<file path="config.mk">
export PLATFORM = sky130hd
export DESIGN_NAME = word_digit_decoder
export DESIGN_NICKNAME = d
export VERILOG_FILES = /design/src/rtl/word_digit_decoder.sv
export SDC_FILE = /design/constraint.sdc
export NUM_CORES = 1
export LEC_CHECK = 0
export ABC_AREA = 1
export BUFFER_PORTS_ARGS = -buffer_cell sky130_fd_sc_hd__buf_2
export CAP_MARGIN = 15
export CELL_PAD_IN_SITES_DETAIL_PLACEMENT = 1
export CELL_PAD_IN_SITES_GLOBAL_PLACEMENT = 1
export CORE_MARGIN = 2
export CORE_UTILIZATION = 46
export DETAILED_ROUTE_END_ITERATION = 8
export PLACE_DENSITY = 0.88
export SKIP_LAST_GASP = 1
export SLEW_MARGIN = 20
export SYNTH_ARGS = -nofsm -noshare
export SYNTH_HDL_FRONTEND = slang
export SYNTH_SLANG_ARGS = --single-unit
</file>
<file path="constraint.sdc">
create_clock -name clk -period 4.6 [get_ports clk]
set_input_delay 0.69 -clock clk [delete_from_list [all_inputs] [get_ports clk]]
set_output_delay 0.69 -clock clk [all_outputs]
set_load 0.02 [all_outputs]
</file>
<file path="src/rtl/word_digit_decoder.sv">
// word_digit_decoder: rewrites spelled-out digit words ("one".."nine") in an
// ASCII byte stream into the digits '1'..'9'. One byte in, one byte out, with
// one cycle of latency. It also counts converted words and accepted newlines.
module word_digit_decoder #(
  parameter int unsigned CNT_W = 16
) (
  input  logic             clk,
  input  logic             rst,
  input  logic             input_valid,
  input  logic [7:0]       char_in,
  input  logic             words_en,
  output logic             output_valid,
  output logic [7:0]       char_out,
  output logic [CNT_W-1:0] word_count,
  output logic [CNT_W-1:0] line_count
);

  localparam logic [7:0] LineFeed = 8'h0A;

  // Previous four accepted raw bytes, newest in the low byte.
  logic [31:0]      r_hist;
  logic             r_valid;
  logic [7:0]       r_char;
  logic [CNT_W-1:0] r_words;
  logic [CNT_W-1:0] r_lines;

  logic [39:0]      w_win;
  logic             w_match;
  logic [7:0]       w_digit;
  logic             w_is_lf;

  assign w_win   = {r_hist, char_in};
  assign w_is_lf = (char_in == LineFeed);

  // Suffix match of the 5-byte window; no word is a suffix of another, so at
  // most one branch can hit.
  always_comb begin
    w_match = 1'b0;
    w_digit = 8'h00;
    if (w_win[23:0] == 24'h6F6E65) begin          // "one"
      w_match = 1'b1;
      w_digit = 8'h31;
    end else if (w_win[23:0] == 24'h74776F) begin // "two"
      w_match = 1'b1;
      w_digit = 8'h32;
    end else if (w_win[39:0] == 40'h7468726565) begin // "three"
      w_match = 1'b1;
      w_digit = 8'h33;
    end else if (w_win[31:0] == 32'h666F7572) begin   // "four"
      w_match = 1'b1;
      w_digit = 8'h34;
    end else if (w_win[31:0] == 32'h66697665) begin   // "five"
      w_match = 1'b1;
      w_digit = 8'h35;
    end else if (w_win[23:0] == 24'h736978) begin     // "six"
      w_match = 1'b1;
      w_digit = 8'h36;
    end else if (w_win[39:0] == 40'h736576656E) begin // "seven"
      w_match = 1'b1;
      w_digit = 8'h37;
    end else if (w_win[39:0] == 40'h6569676874) begin // "eight"
      w_match = 1'b1;
      w_digit = 8'h38;
    end else if (w_win[31:0] == 32'h6E696E65) begin   // "nine"
      w_match = 1'b1;
      w_digit = 8'h39;
    end
  end

  // History keeps raw input bytes (not outputs) so overlapping words such as
  // "eightwo" both decode; a newline clears it so words never span lines.
  always_ff @(posedge clk or posedge rst) begin
    if (rst) begin
      r_hist <= 32'h0;
    end else if (input_valid) begin
      if (w_is_lf) begin
        r_hist <= 32'h0;
      end else begin
        r_hist <= {r_hist[23:0], char_in};
      end
    end
  end

  // Output register: valid pulses for one cycle per accepted byte, data holds.
  always_ff @(posedge clk or posedge rst) begin
    if (rst) begin
      r_valid <= 1'b0;
      r_char  <= 8'h00;
    end else begin
      r_valid <= input_valid;
      if (input_valid) begin
        r_char <= (words_en && w_match) ? w_digit : char_in;
      end
    end
  end

  // Statistics: word count saturates, line count wraps.
  always_ff @(posedge clk or posedge rst) begin
    if (rst) begin
      r_words <= '0;
      r_lines <= '0;
    end else if (input_valid) begin
      if (words_en && w_match && (r_words != {CNT_W{1'b1}})) begin
        r_words <= r_words + 1'b1;
      end
      if (w_is_lf) begin
        r_lines <= r_lines + 1'b1;
      end
    end
  end

  assign output_valid = r_valid;
  assign char_out     = r_char;
  assign word_count   = r_words;
  assign line_count   = r_lines;

endmodule

</file>
* Yosys cells after proc, flatten, opt, wreduce, memory -nomap -nowiden
Cells that the tools add are included.
Word-level totals: flip-flop bits (word level) 73, output and inout port bits 41
Operators by class: add/subtract/negate cells 2, equal/unequal tests 11, mux-type cells 20, reductions and logical operators 4
Operators by type and width (number):
- == test 40 x 39 -> 1 bit, second input constant | 3
- == test 32 x 31 -> 1 bit, second input constant | 3
- == test 24 x 23 -> 1 bit, second input constant | 3
- 2-to-1 mux 6 bit | 9
- adder 16 x 1 -> 16 bit, second input constant | 2
- 2-to-1 mux 32 bit | 1
- != test 16 bit, second input constant | 1
- 2-to-1 mux 1 bit | 9
- == test 8 x 4 -> 1 bit, second input constant | 1
- 2-to-1 mux 8 bit | 1
- AND reduction 2 bit | 2
- logical AND 1 bit | 2

* Logic depth before layout (Yosys ltp)
Gate-level depths: netlist of run 1.
depth after elaboration 13, depth in mapped cells 16, mapped depth without buffers 16

* Least setup slack after synthesis of run 1
Ideal clock, no wire load.
path kind input-to-reg, from input port char_in[7], to register r_words[15] (netlist: word_count[15]), library setup time 0.113 ns, arrival 1.987 ns, slack 2.500 ns, stages on the path 14, path buffers 0, cell sequence inv_1 > nand2_2 > nor2_4 > nand4_1 > nor3_2 > inv_2 > nand2_1 > nand2_1 > nand2_4 > nand3_4 > nor2_4 > nand3_1 > nand2_1 > inv_1
On the way: cells in the longest elaborated chain, start to end 13, elaborated cells between the ends (all ways) 21
Ends and longest elaborated chain:
- start, declared | line 10 | input logic [7:0] char_in,
- == test 32 x 31 -> 1 bit | line 64 | end else if (w_win[31:0] == 32'h6E696E65) begin // "nine"
- 2-to-1 mux 1 bit | line 64
- 2-to-1 mux 1 bit | line 61 | end else if (w_win[39:0] == 40'h6569676874) begin // "eight"
- 2-to-1 mux 1 bit | line 58 | end else if (w_win[39:0] == 40'h736576656E) begin // "seven"
- 2-to-1 mux 1 bit | line 55 | end else if (w_win[23:0] == 24'h736978) begin // "six"
- 2-to-1 mux 1 bit | line 52 | end else if (w_win[31:0] == 32'h66697665) begin // "five"
- 2-to-1 mux 1 bit | line 49 | end else if (w_win[31:0] == 32'h666F7572) begin // "four"
- 2-to-1 mux 1 bit | line 46 | end else if (w_win[39:0] == 40'h7468726565) begin // "three"
- 2-to-1 mux 1 bit | line 43 | end else if (w_win[23:0] == 24'h74776F) begin // "two"
- 2-to-1 mux 1 bit * | line 40 | if (w_win[23:0] == 24'h6F6E65) begin // "one"
- logical AND 1 bit * (2 in a row) | line 103 | if (words_en && w_match && (r_words != {CNT_W{1'b1}})) begin
- AND reduction 2 bit (no source line) *
- end signal, assigned | line 104 | r_words <= r_words + 1'b1;
- end, declared | line 24 | logic [CNT_W-1:0] r_words;
Mark *: on every way between the ends. The rest lies on a longest branch, timed or not. A chain may end at the register's enable or synchronous reset.

* Final worst setup path of run 1
from input port char_in[2], to register r_lines[9] (netlist: line_count[9])
On the way: cells in the longest elaborated chain, start to end 2
Ends and longest elaborated chain:
- == test 8 x 4 -> 1 bit | line 33 | assign w_is_lf = (char_in == LineFeed);
- AND reduction 2 bit (no source line)
- end signal, assigned | line 107 | r_lines <= r_lines + 1'b1;
- end, declared | line 25 | logic [CNT_W-1:0] r_lines;
Every way passes these cells.

==> results of run 1 <==
cells in the mapped netlist (2+ instances only):
cell / count / area share [%]
nor2_1: 77 / 7.0
nand4_1: 15 / 2.3
xnor2_1: 7 / 1.5
dfrtp_1: 73 / 44
inv_2: 7 / 0.64
nor2_2: 9 / 1.4
nor3_2: 3 / 0.73
o21ai_0: 33 / 4.0
inv_1: 52 / 4.7
xor2_1: 19 / 4.0
ha_1: 2 / 0.61
nand3_1: 24 / 2.9
nand3b_1: 4 / 0.73
clkbuf_1: 9 / 0.82
nor2_4: 8 / 2.2
o221ai_1: 2 / 0.43
nor3_1: 9 / 1.1
nor4_1: 2 / 0.30
nand2_2: 13 / 2.0
nand2_1: 167 / 15
stage by stage:
step	total power [mW]	util, %	instances	setup WS (ns)	cell area, um^2
after floorplan	0.857	-	546	2.06	4120
after global placement	0.914	51.4	697	1.76	4480
after detailed placement	0.924	51.4	697	1.62	4480
after CTS	1.43	53.6	712	1.97	4680
after global routing	1.48	53.6	712	1.75	4680
final	1.42	53.6	712	1.99	4680
flip-flops by register name (all words and copies together) (netlist names):
| signal | count |
|---|---|
| r_hist | 32 |
| line_count | 16 |
| word_count | 16 |
| char_out | 8 |
| output_valid | 1 |
routing by layer:
| metal | vias to the layer above | part of all wire [%] | GRT usage (%) |
|---|---|---|---|
| met1 | 1896 | 45 | 33.0 |
| met5 | - | 0 | 0 |
| met3 | 24 | 4.1 | 4.89 |
| met2 | 84 | 49 | 43.6 |
| li1 | 1822 | - | - |
| met4 | 0 | 2.0 | 9.27 |
how the worst max path moves through the flow:
stage | endpoint | depth (start not counted) | slack, ns
2_1_floorplan | char_out[0]$_DFFE_PP0P_ | 1 | 2.06
3_3_place_gp | line_count[9]$_DFFE_PP0P_ | 10 | 1.76
3_5_place_dp | line_count[9]$_DFFE_PP0P_ | 10 | 1.62
4_1_cts | line_count[9]$_DFFE_PP0P_ | 10 | 1.97
5_1_grt | line_count[9]$_DFFE_PP0P_ | 10 | 1.75
6_report | line_count[9]$_DFFE_PP0P_ | 10 | 1.99
cell families (layout without fill, tap and decap cells):
family,after synthesis,in the layout
simple gates,338,338
xor+xnor,26,26
fa+ha+maj,2,2
flops,73,73
compound gates,38,38
buf+inv,69,127
final cells by class:
type,instances,share of cell area (%)
Clock inverter,5,1.20
Tap cell,108,2.89
Sequential cell,73,39.0
Inverter,59,4.76
Multi-Input combinational cell,404,43.4
Timing Repair Buffer,53,5.72
Clock buffer,10,2.94
where the power goes:
part | switching, mW | leakage (nW) | internal (mW)
clock network | 0.245 | 0.0981 | 0.261
registers | 0.0459 | 0.933 | 0.683
logic | 0.130 | 1.24 | 0.0536
total | 0.422 | 2.28 | 0.998
==> flow_summary_export.csv, run 1 <==
group,metric,value,unit
synthesis,avgSynthCellArea,7.55,um^2
global_routing,grt_pass1_vias,4087,
drt,ant_nets,0,
synthesis,muxShareOfSynthArea,0,%
critical_path,path_delay_family,"simple AND/OR/NAND/NOR gates",
synthesis,syn_area,4120,um^2
global_routing,grt_pass1_wl,20000,um
worst_hold_path,min_path_type,"in -> async",
critical_path,worst_path_most_repeated_cell,"nand2_2",
timing,maxSlewViolCount,0,
synthesis,synth_ff_type,"dfrtp_1",
synthesis,synth_seq_cells,73,
power_and_ir_drop,vdd_ir_drop_max,152,uV
timing,fin_tns_setup,0,ns
timing,period_needed,2.61,ns
timing,hold_viol,0,
synthesis,ys.warnings.count,0,
critical_path,max_stage_delay,0.72,ns
final_layout,layout_commonest_cell,"nand2_1",
clock_tree,numCtsBuffers,9,
clock_tree,cts_setup_buffers,0,
clock_tree,h-tree-depth,3,
die,die_area,9730,um^2
critical_path,r2r_cells,11,
timing,hold_slack,0.474,ns
final_layout,drive_above_1_share,19.0,%
clock_tree,clk_pin_slew,0.09,ns
timing,setup_viol_count_final,0,
global_routing,grt-ovfl-total,0,
final_layout,area_growth,13.5,%
final_layout,nets,614,
die,initial_core_util,47.3,%
final_layout,register_area,1830,um^2
synthesis,synth_fa_ha_area_share,0.607,%
drt,drt_iter0_markers,139,
die,die_x,98.7,um
final_layout,layout_common_cells,"nand2_1 (167), nor2_1 (77), dfrtp_1 (73), buf_2 (52), inv_1 (51)",
critical_path,cp_max_fo,27,
power_and_ir_drop,power_density,303,nW/um^2
drt,avgRoutedWirePerCell,16.7,um
timing,relSlewSlack,41.6,%
clock_tree,cts-root-buf,"clkbuf_8",
synthesis,yosysSeqAreaShare,44.3,%
critical_path,r2r_end,"word_count[15]$_DFFE_PP0P_",
synthesis,synth_edf_count,0,
die,core_region_area,8720,um^2
place,gp_congestion,0.894,
timing,skew,0.0170,ns
critical_path,r2r_start,"word_count[0]$_DFFE_PP0P_",
critical_path,required,4.85,ns
global_routing,grt_max_degree,47,
global_routing,grt_usage,25.7,%
global_routing,antenna_found_initial,0,
critical_path,regToRegSetupSlack,2.24,ns
final_layout,multi_input_area,2030,um^2
critical_path,crit_type,"in -> reg",
run,drv_cap,0,
drt,drt_wl_total,11900,um
synthesis,synth-simple-area-share,38.2,%
critical_path,critPathLaunch,"char_in[2]",
critical_path,arrival,2.85,ns
clock_tree,clkSinkCount,73,
synthesis,synth_nets,560,
place,dp_hpwl,8630,um
drt,vias,3826,
timing,tightest_slew,0.873,ns
clock_tree,clock_latency,0.36,ns
synthesis,synthArstFlopShare,100,%
clock_tree,clk_path_buf_depth,2,
critical_path,slowest_stage,"nor3_4",
drt,drc_errors,0,
run_status,status,"completed",
die,ios,53,
final_layout,fillers,1092,
synthesis,synthXorXnorAreaFrac,5.53,%
synthesis,synth_cell_type_count,31,
critical_path,worst-path-buf-inv,2,
synthesis,syn_inst,546,
timing,clock.fmax,384,MHz
drt,via_per_inst,5.37,
critical_path,crit_chain,"buf_2, inv_1, nand2_2, nor3_4, nand2_2, nor4_4, nand2_1, nor3_2, nand3_1, xnor2_1",
clock_tree,cts_tree,"built",
place,io_buffers,52,
critical_path,crit_path_end_kind,"flop",
timing,period_share,56.7,%
die,fp-row-count,34,
die,die_y,98.7,um
synthesis,synth_top_family_by_area,"simple AND/OR/NAND/NOR gates",
timing,rsz0062_at_grt,"no",
critical_path,cp-start-kind,"input pin",
synthesis,synth_compound_area_share,4.95,%
clock_tree,post_cts_resized,0,
final_layout,diodes,0,
drt,drtPass1Iterations,4,
power_and_ir_drop,power_leakage,2.28,nW
clock_tree,cts_hold_repair.buffers,0,
Note: power is estimated with default switching activity, not from simulation.
==> run 2: changes to the inputs <==
Settings changed: ABC_AREA 1 to 0, CORE_UTILIZATION 46 to 40, PLACE_DENSITY 0.88 to 0.78.
Clock period 4.6 ns to 2.1 ns, I/O delays scaled along.
==> flow_summary_export.csv, run 2 <==
group,metric,value,unit
run_status,status,"finished, violations left",
run_status,failed_checks,"setup timing",
clock_tree,cts_tree,"built",
global_routing,grt-ovfl-total,0,
synthesis,synth_top_area_share,50.2,%
place,io_buffers,52,
final_layout,post-route-util,57.0,%
synthesis,synth_nets,386,
drt,routedLengthMet1,5280,um
final_layout,largest_reg_flops,32,
critical_path,crit_chain,"buf_6, nand2_1, or3_1, nor4_4, a221oi_4, nand3_4, buf_4, nand2_4, a31o_2",
synthesis,synth_common_cells,"dfrtp_1 (73), nand2_1 (45), inv_1 (40)",
critical_path,crit_type,"reg -> reg",
clock_tree,clock_latency,0.36,ns
drt,drtPass1Iterations,4,
synthesis,synth.most_common_cell,"dfrtp_1",
die,core_region_area,8760,um^2
global_routing,grt_max_degree,74,
timing,rsz0062_at_grt,"yes",
clock_tree,clk_pin_slew,0.08,ns
critical_path,required,2.35,ns
run,drv_cap,0,
global_routing,antenna_found_initial,0,
synthesis,synth_cell_type_count,51,
drt,drt_wl_total,12700,um
die,fp-row-count,34,
final_layout,final_cells,601,
place,dp_hpwl,7280,um
final_layout,diodes,0,
final_layout,largest_register,"r_hist",
drt,route.top_layer_used,"met4",
synthesis,synth_area_leaders,"dfrtp_1 (50%), xnor2_1 (5.8%), o22ai_1 (5.2%)",
final_layout,fillers,1003,
clock_tree,h-tree-depth,3,
place,dp_slack,-0.364,ns
synthesis,avgSynthCellArea,9.79,um^2
critical_path,max_stage_delay,0.44,ns
final_layout,stdcell_area,5000,um^2
place,gp_congestion,0.956,
drt,drc_errors,0,
synthesis,ys.warnings.count,0,
timing,tightest_slew,0.464,ns
synthesis,synth_ff_type,"dfrtp_1",
worst_hold_path,min_path_type,"in -> async",
timing,period_share,111,%
final_layout,nets,503,
timing,maxSlewViolCount,0,
drt,via_per_inst,5.78,
timing,skew,0.0189,ns
timing,period_needed,2.33,ns
place,dpl_cell_area,4430,um^2
synthesis,yosysSeqAreaShare,50.2,%
critical_path,cp_max_fo,8,
final_layout,layout_common_cells,"dfrtp_1 (70), buf_4 (60), buf_2 (52), nand2_1 (42), inv_1 (39)",
timing,clock.fmax,430,MHz
die,ios,53,
timing,setup_viol_count_final,22,
die,die_y,99.4,um
drt,drt_iter0_markers,158,
clock_tree,clk_path_buf_depth,2,
power_and_ir_drop,power_density,647,nW/um^2
power_and_ir_drop,power_leakage,2.47,nW
clock_tree,clkSinkCount,73,
global_routing,grt_pass1_wl,18000,um
die,die_area,9880,um^2
critical_path,slowest_stage,"dfrtp_2",
place,dp_cells,573,
drt,avgRoutedWirePerCell,21.2,um
clock_tree,cts-root-buf,"clkbuf_8",
critical_path,crit_path_end_kind,"flop",
timing,hold_viol,0,
global_routing,grt_usage,23.3,%
global_routing,grt_pass1_vias,3458,
critical_path,cp-start-kind,"flop",
synthesis,synthArstFlopShare,100,%
final_layout,area_growth,37.3,%
drt,vias,3471,
die,initial_core_util,41.5,%
synthesis,syn_inst,372,
synthesis,synth_seq_cells,73,
final_layout,drive_above_1_share,38.1,%
synthesis,syn_area,3640,um^2
synthesis,synth_edf_count,0,
timing,hold_slack,0.0343,ns
drt,wl_met2,6340,um
final_layout,layout_commonest_cell,"dfrtp_1",
synthesis,yosysTopAreaCell,"dfrtp_1",
clock_tree,numCtsBuffers,9,
drt,ant_nets,0,
drt,wl_met3,640,um
critical_path,arrival,2.58,ns
timing,finalWorstSetupSlack,-0.228,ns
die,die_x,99.4,um
power_and_ir_drop,vdd_ir_drop_max,399,uV
timing,relSlewSlack,68.8,%
-- run 2: timing repair --
action | CTS | global route
cloned | 1 | 0
pin swaps | 11 | 23
endpoints found under the setup margin | 21 | 23
setup buffers | 4 | 11
hold buffers | 0 | 0
gates resized for setup | 17 | 41
-- run 2: cells by family (layout without fill, tap and decap cells) --
| family | count (synthesis) | in the layout | synth area share [%] |
|---|---|---|---|
| multiplexers | 6 | 6 | 1.86 |
| AND/OR/NAND/NOR | 158 | 158 | 25.7 |
| flip-flops | 73 | 73 | 50.2 |
| buffers and inverters | 54 | 175 | 5.60 |
| AO/OA/AOI/OAI | 50 | 50 | 8.97 |
| adder cells (fa/ha/maj) | 2 | 2 | 0.687 |
| XOR/XNOR | 29 | 29 | 6.98 |
-- run 2: path summary, 6_finish.rpt --
path | start | depth (start not counted) | slack (ns) | endpoint
worst min register to register | line_count[15]$_DFFE_PP0P_ | 1 | 0.47 | line_count[15]$_DFFE_PP0P_
worst max register to register | r_hist[10]$_DFFE_PP0P_ | 9 | -0.23 | char_out[2]$_DFFE_PP0P_
min in group clk | input_valid | 1 | 0.25 | output_valid$_DFF_PP0_
max in group asynchronous | rst | 3 | 1.70 | r_hist[10]$_DFFE_PP0P_
worst max-delay path | r_hist[10]$_DFFE_PP0P_ | 9 | -0.23 | char_out[2]$_DFFE_PP0P_
worst min-delay path | rst | 3 | 0.03 | r_hist[29]$_DFFE_PP0P_
-- run 2: where the power goes --
group          internal (mW)  switching (mW)
Sequential              1.50          0.0813
Clock                  0.573           0.580
Combinational          0.223           0.279
Total                   2.29           0.940
-- run 2: metrics by stage --
step / TNS, ns / total power, mW
after floorplan: 0 / 1.79
after global placement: -6.88 / 2.00
after detailed placement: -8.34 / 2.01
after CTS: -1.12 / 3.15
after global routing: -6.29 / 3.36
final: -3.88 / 3.23
-- run 2: area by class of cell --
class                           instances  area (um^2)  area share [%]
Inverter                               40          154            3.08
Tap cell                              108          135            2.70
Timing Repair Buffer                  120          810            16.2
Clock buffer                           10          138            2.75
Clock inverter                          5         56.3            1.13
Multi-Input combinational cell        245         1880            37.5
Sequential cell                        73         1830            36.6
-- run 2: critical path: cells and delay by family (launching register included) --
family | cells | cell delay [ns]
AO/OA/AOI/OAI | 2 | 0.39
buffers and inverters | 2 | 0.27
flip-flops | 1 | 0.44
AND/OR/NAND/NOR | 5 | 1.12
-- run 2: layer usage --
layer	up-vias	GRT usage (%)
met4	0	9.80
met3	41	3.51
met5	-	0
met1	1753	31.6
met2	139	37.4
li1	1538	-
==> run 3: changes to the inputs <==
Settings changed: CORE_UTILIZATION 40 to 30, PLACE_DENSITY 0.78 to 0.62.
==> flow_summary_export.csv, run 3 (synthesis gave the netlist of run 2 again) <==
group,metric,value,unit
power_and_ir_drop,power.internal,2.77,mW
power_and_ir_drop,vdd_ir_drop_max,371,uV
drt,drtPass1Iterations,4,
critical_path,path_delay_family,"simple AND/OR/NAND/NOR gates",
critical_path,slowest_stage,"or4_4",
timing,skew,0.00906,ns
timing,finalWorstSetupSlack,-0.101,ns
power_and_ir_drop,power_switching,966,uW
power_and_ir_drop,power_leakage,2.45,nW
drt,ant_nets,0,
final_layout,layout_commonest_cell,"dfrtp_1",
critical_path,required,2.33,ns
final_layout,nets,499,
critical_path,crit_type,"reg -> reg",
power_and_ir_drop,sw_frac_of_total,25.9,%
clock_tree,clkSinkCount,73,
critical_path,max_stage_delay,0.52,ns
global_routing,grt_usage,17.3,%
drt,drc_errors,0,
global_routing,grt_pass1_wl,17700,um
place,dp_hpwl,7650,um
die,core_region_area,11900,um^2
final_layout,largest_register,"r_hist",
run,drv_cap,0,
final_layout,post-route-util,42.5,%
run_status,failed_checks,"setup timing",
power_and_ir_drop,seqPwrFrac,42.2,%
clock_tree,h-tree-depth,3,
global_routing,grt_pass1_vias,3413,
final_layout,drive_above_1_share,35.5,%
power_and_ir_drop,comb_power_share,12.4,%
run_status,status,"finished, violations left",
timing,setup_viol_count_final,15,
critical_path,crit_path_end_kind,"flop",
critical_path,worst-path-buf-inv,0,
drt,avgRoutedWirePerCell,16.6,um
critical_path,cp_max_fo,8,
die,die_x,114,um
clock_tree,cts-root-buf,"clkbuf_16",
die,initial_core_util,30.6,%
worst_hold_path,min_path_type,"in -> reg",
die,fp-row-count,40,
global_routing,antenna_found_initial,0,
die,ios,53,
final_layout,diodes,0,
clock_tree,numCtsBuffers,9,
final_layout,layout_common_cells,"dfrtp_1 (70), buf_4 (59), buf_2 (52), nand2_1 (43), inv_1 (39)",
timing,relSlewSlack,74.4,%
place,io_buffers,52,
drt,drt_wl_total,10600,um
timing,period_needed,2.20,ns
power_and_ir_drop,power_density,738,nW/um^2
critical_path,cp-start-kind,"flop",
timing,maxSlewViolCount,0,
power_and_ir_drop,clkPwrFrac,45.4,%
final_layout,largest_reg_flops,32,
clock_tree,clk_pin_slew,0.07,ns
timing,hold_slack,0.226,ns
drt,vias,3198,
clock_tree,cts_tree,"built",
final_layout,area_growth,38.9,%
final_layout,final_cells,637,
die,die_area,13000,um^2
critical_path,arrival,2.43,ns
critical_path,crit_chain,"nand2b_4, or4_4, nor4_4, a211oi_4, nand3_4, nand4_1, mux2_4",
timing,period_share,105,%
global_routing,grt_max_degree,36,
clock_tree,clock_latency,0.34,ns
clock_tree,clk_path_buf_depth,2,
timing,clock.fmax,454,MHz
drt,via_per_inst,5.02,
place,dp_cells,617,
place,gp_congestion,0.865,
global_routing,grt-ovfl-total,0,
drt,drt_iter0_markers,132,
die,die_y,114,um
timing,rsz0062_at_grt,"yes",
timing,hold_viol,0,
timing,tightest_slew,0.383,ns
[run 3: changes by cell type in the layout (fill, tap and decap cells not counted), moves of 2 or more]
cell / delta
buf_6: -5
clkbuf_16: +9
clkbuf_8: -10
clkinv_2: -2
inv_6: +3
nand2_4: -2
nand3_1: +2
nand3_4: -2
nor2_1: +2
[run 3: worst reg2reg max path, cell delays in order, from the launching register on]
cell and delay (ns):
dfrtp_1 0.39, nand2b_4 0.16, or4_4 0.52, nor4_4 0.30
a211oi_4 0.08, nand3_4 0.14, nand4_1 0.16, mux2_4 0.34
[run 3: routing by layer]
metal  up-vias  wire length, um  GRT usage (%)
li1       1544                -              -
met1      1589             4780           22.9
met2        51             5310           28.3
met3        14              302           3.28
met4         0              195           6.18
met5         -                0              0
[run 3: power groups by stage]
stage	combinational [mW]	sequential, mW	clock [mW]
6_report	0.463	1.57	1.69
5_1_grt	0.515	1.59	1.79
4_1_cts	0.452	1.57	1.74
3_5_place_dp	0.437	1.59	0
3_3_place_gp	0.427	1.59	0
2_1_floorplan	0.192	1.60	0
[run 3: final timing paths]
kind / cells past startpoint / end / start / slack, ns
worst max-delay path: 7 / word_count[15]$_DFFE_PP0P_ / r_hist[11]$_DFFE_PP0P_ / -0.10
worst min-delay path: 1 / output_valid$_DFF_PP0_ / input_valid / 0.23
worst max register to register: 7 / word_count[15]$_DFFE_PP0P_ / r_hist[11]$_DFFE_PP0P_ / -0.10
worst min register to register: 1 / line_count[15]$_DFFE_PP0P_ / line_count[15]$_DFFE_PP0P_ / 0.49
max in group asynchronous: 4 / r_hist[25]$_DFFE_PP0P_ / rst / 1.10
min in group asynchronous: 3 / r_hist[27]$_DFFE_PP0P_ / rst / 0.52
[run 3: repair_timing]
item | CTS | global route
endpoints found under the setup margin | 21 | 24
pin swaps | 11 | 15
cloned | 0 | 0
setup buffers | 3 | 2
resized for setup | 15 | 19
hold buffers | 1 | 0
hold endpoints to repair | 12 | 0
[run 3: area by class of cell]
type,count,area [um^2]
inverter,40,154
clock buffer,9,225
tap,147,184
timing repair buffer,116,776
multi-input combinational,245,1790
sequential,73,1830
fill,1373,6850
clock inverter,7,101
[run 3: through the flow]
| stage | power [mW] | setup slack, ns | instance area, um^2 | setup TNS (ns) |
|---|---|---|---|---|
| CTS | 3.76 | -0.0653 | 4960 | -0.433 |
| global placement | 2.02 | -0.220 | 4520 | -5.02 |
| global route | 3.90 | -0.211 | 5060 | -2.87 |
| detailed placement | 2.03 | -0.276 | 4520 | -5.28 |
| floorplan | 1.79 | 0.00828 | 3650 | 0 |
| finish | 3.73 | -0.101 | 5060 | -0.404 |
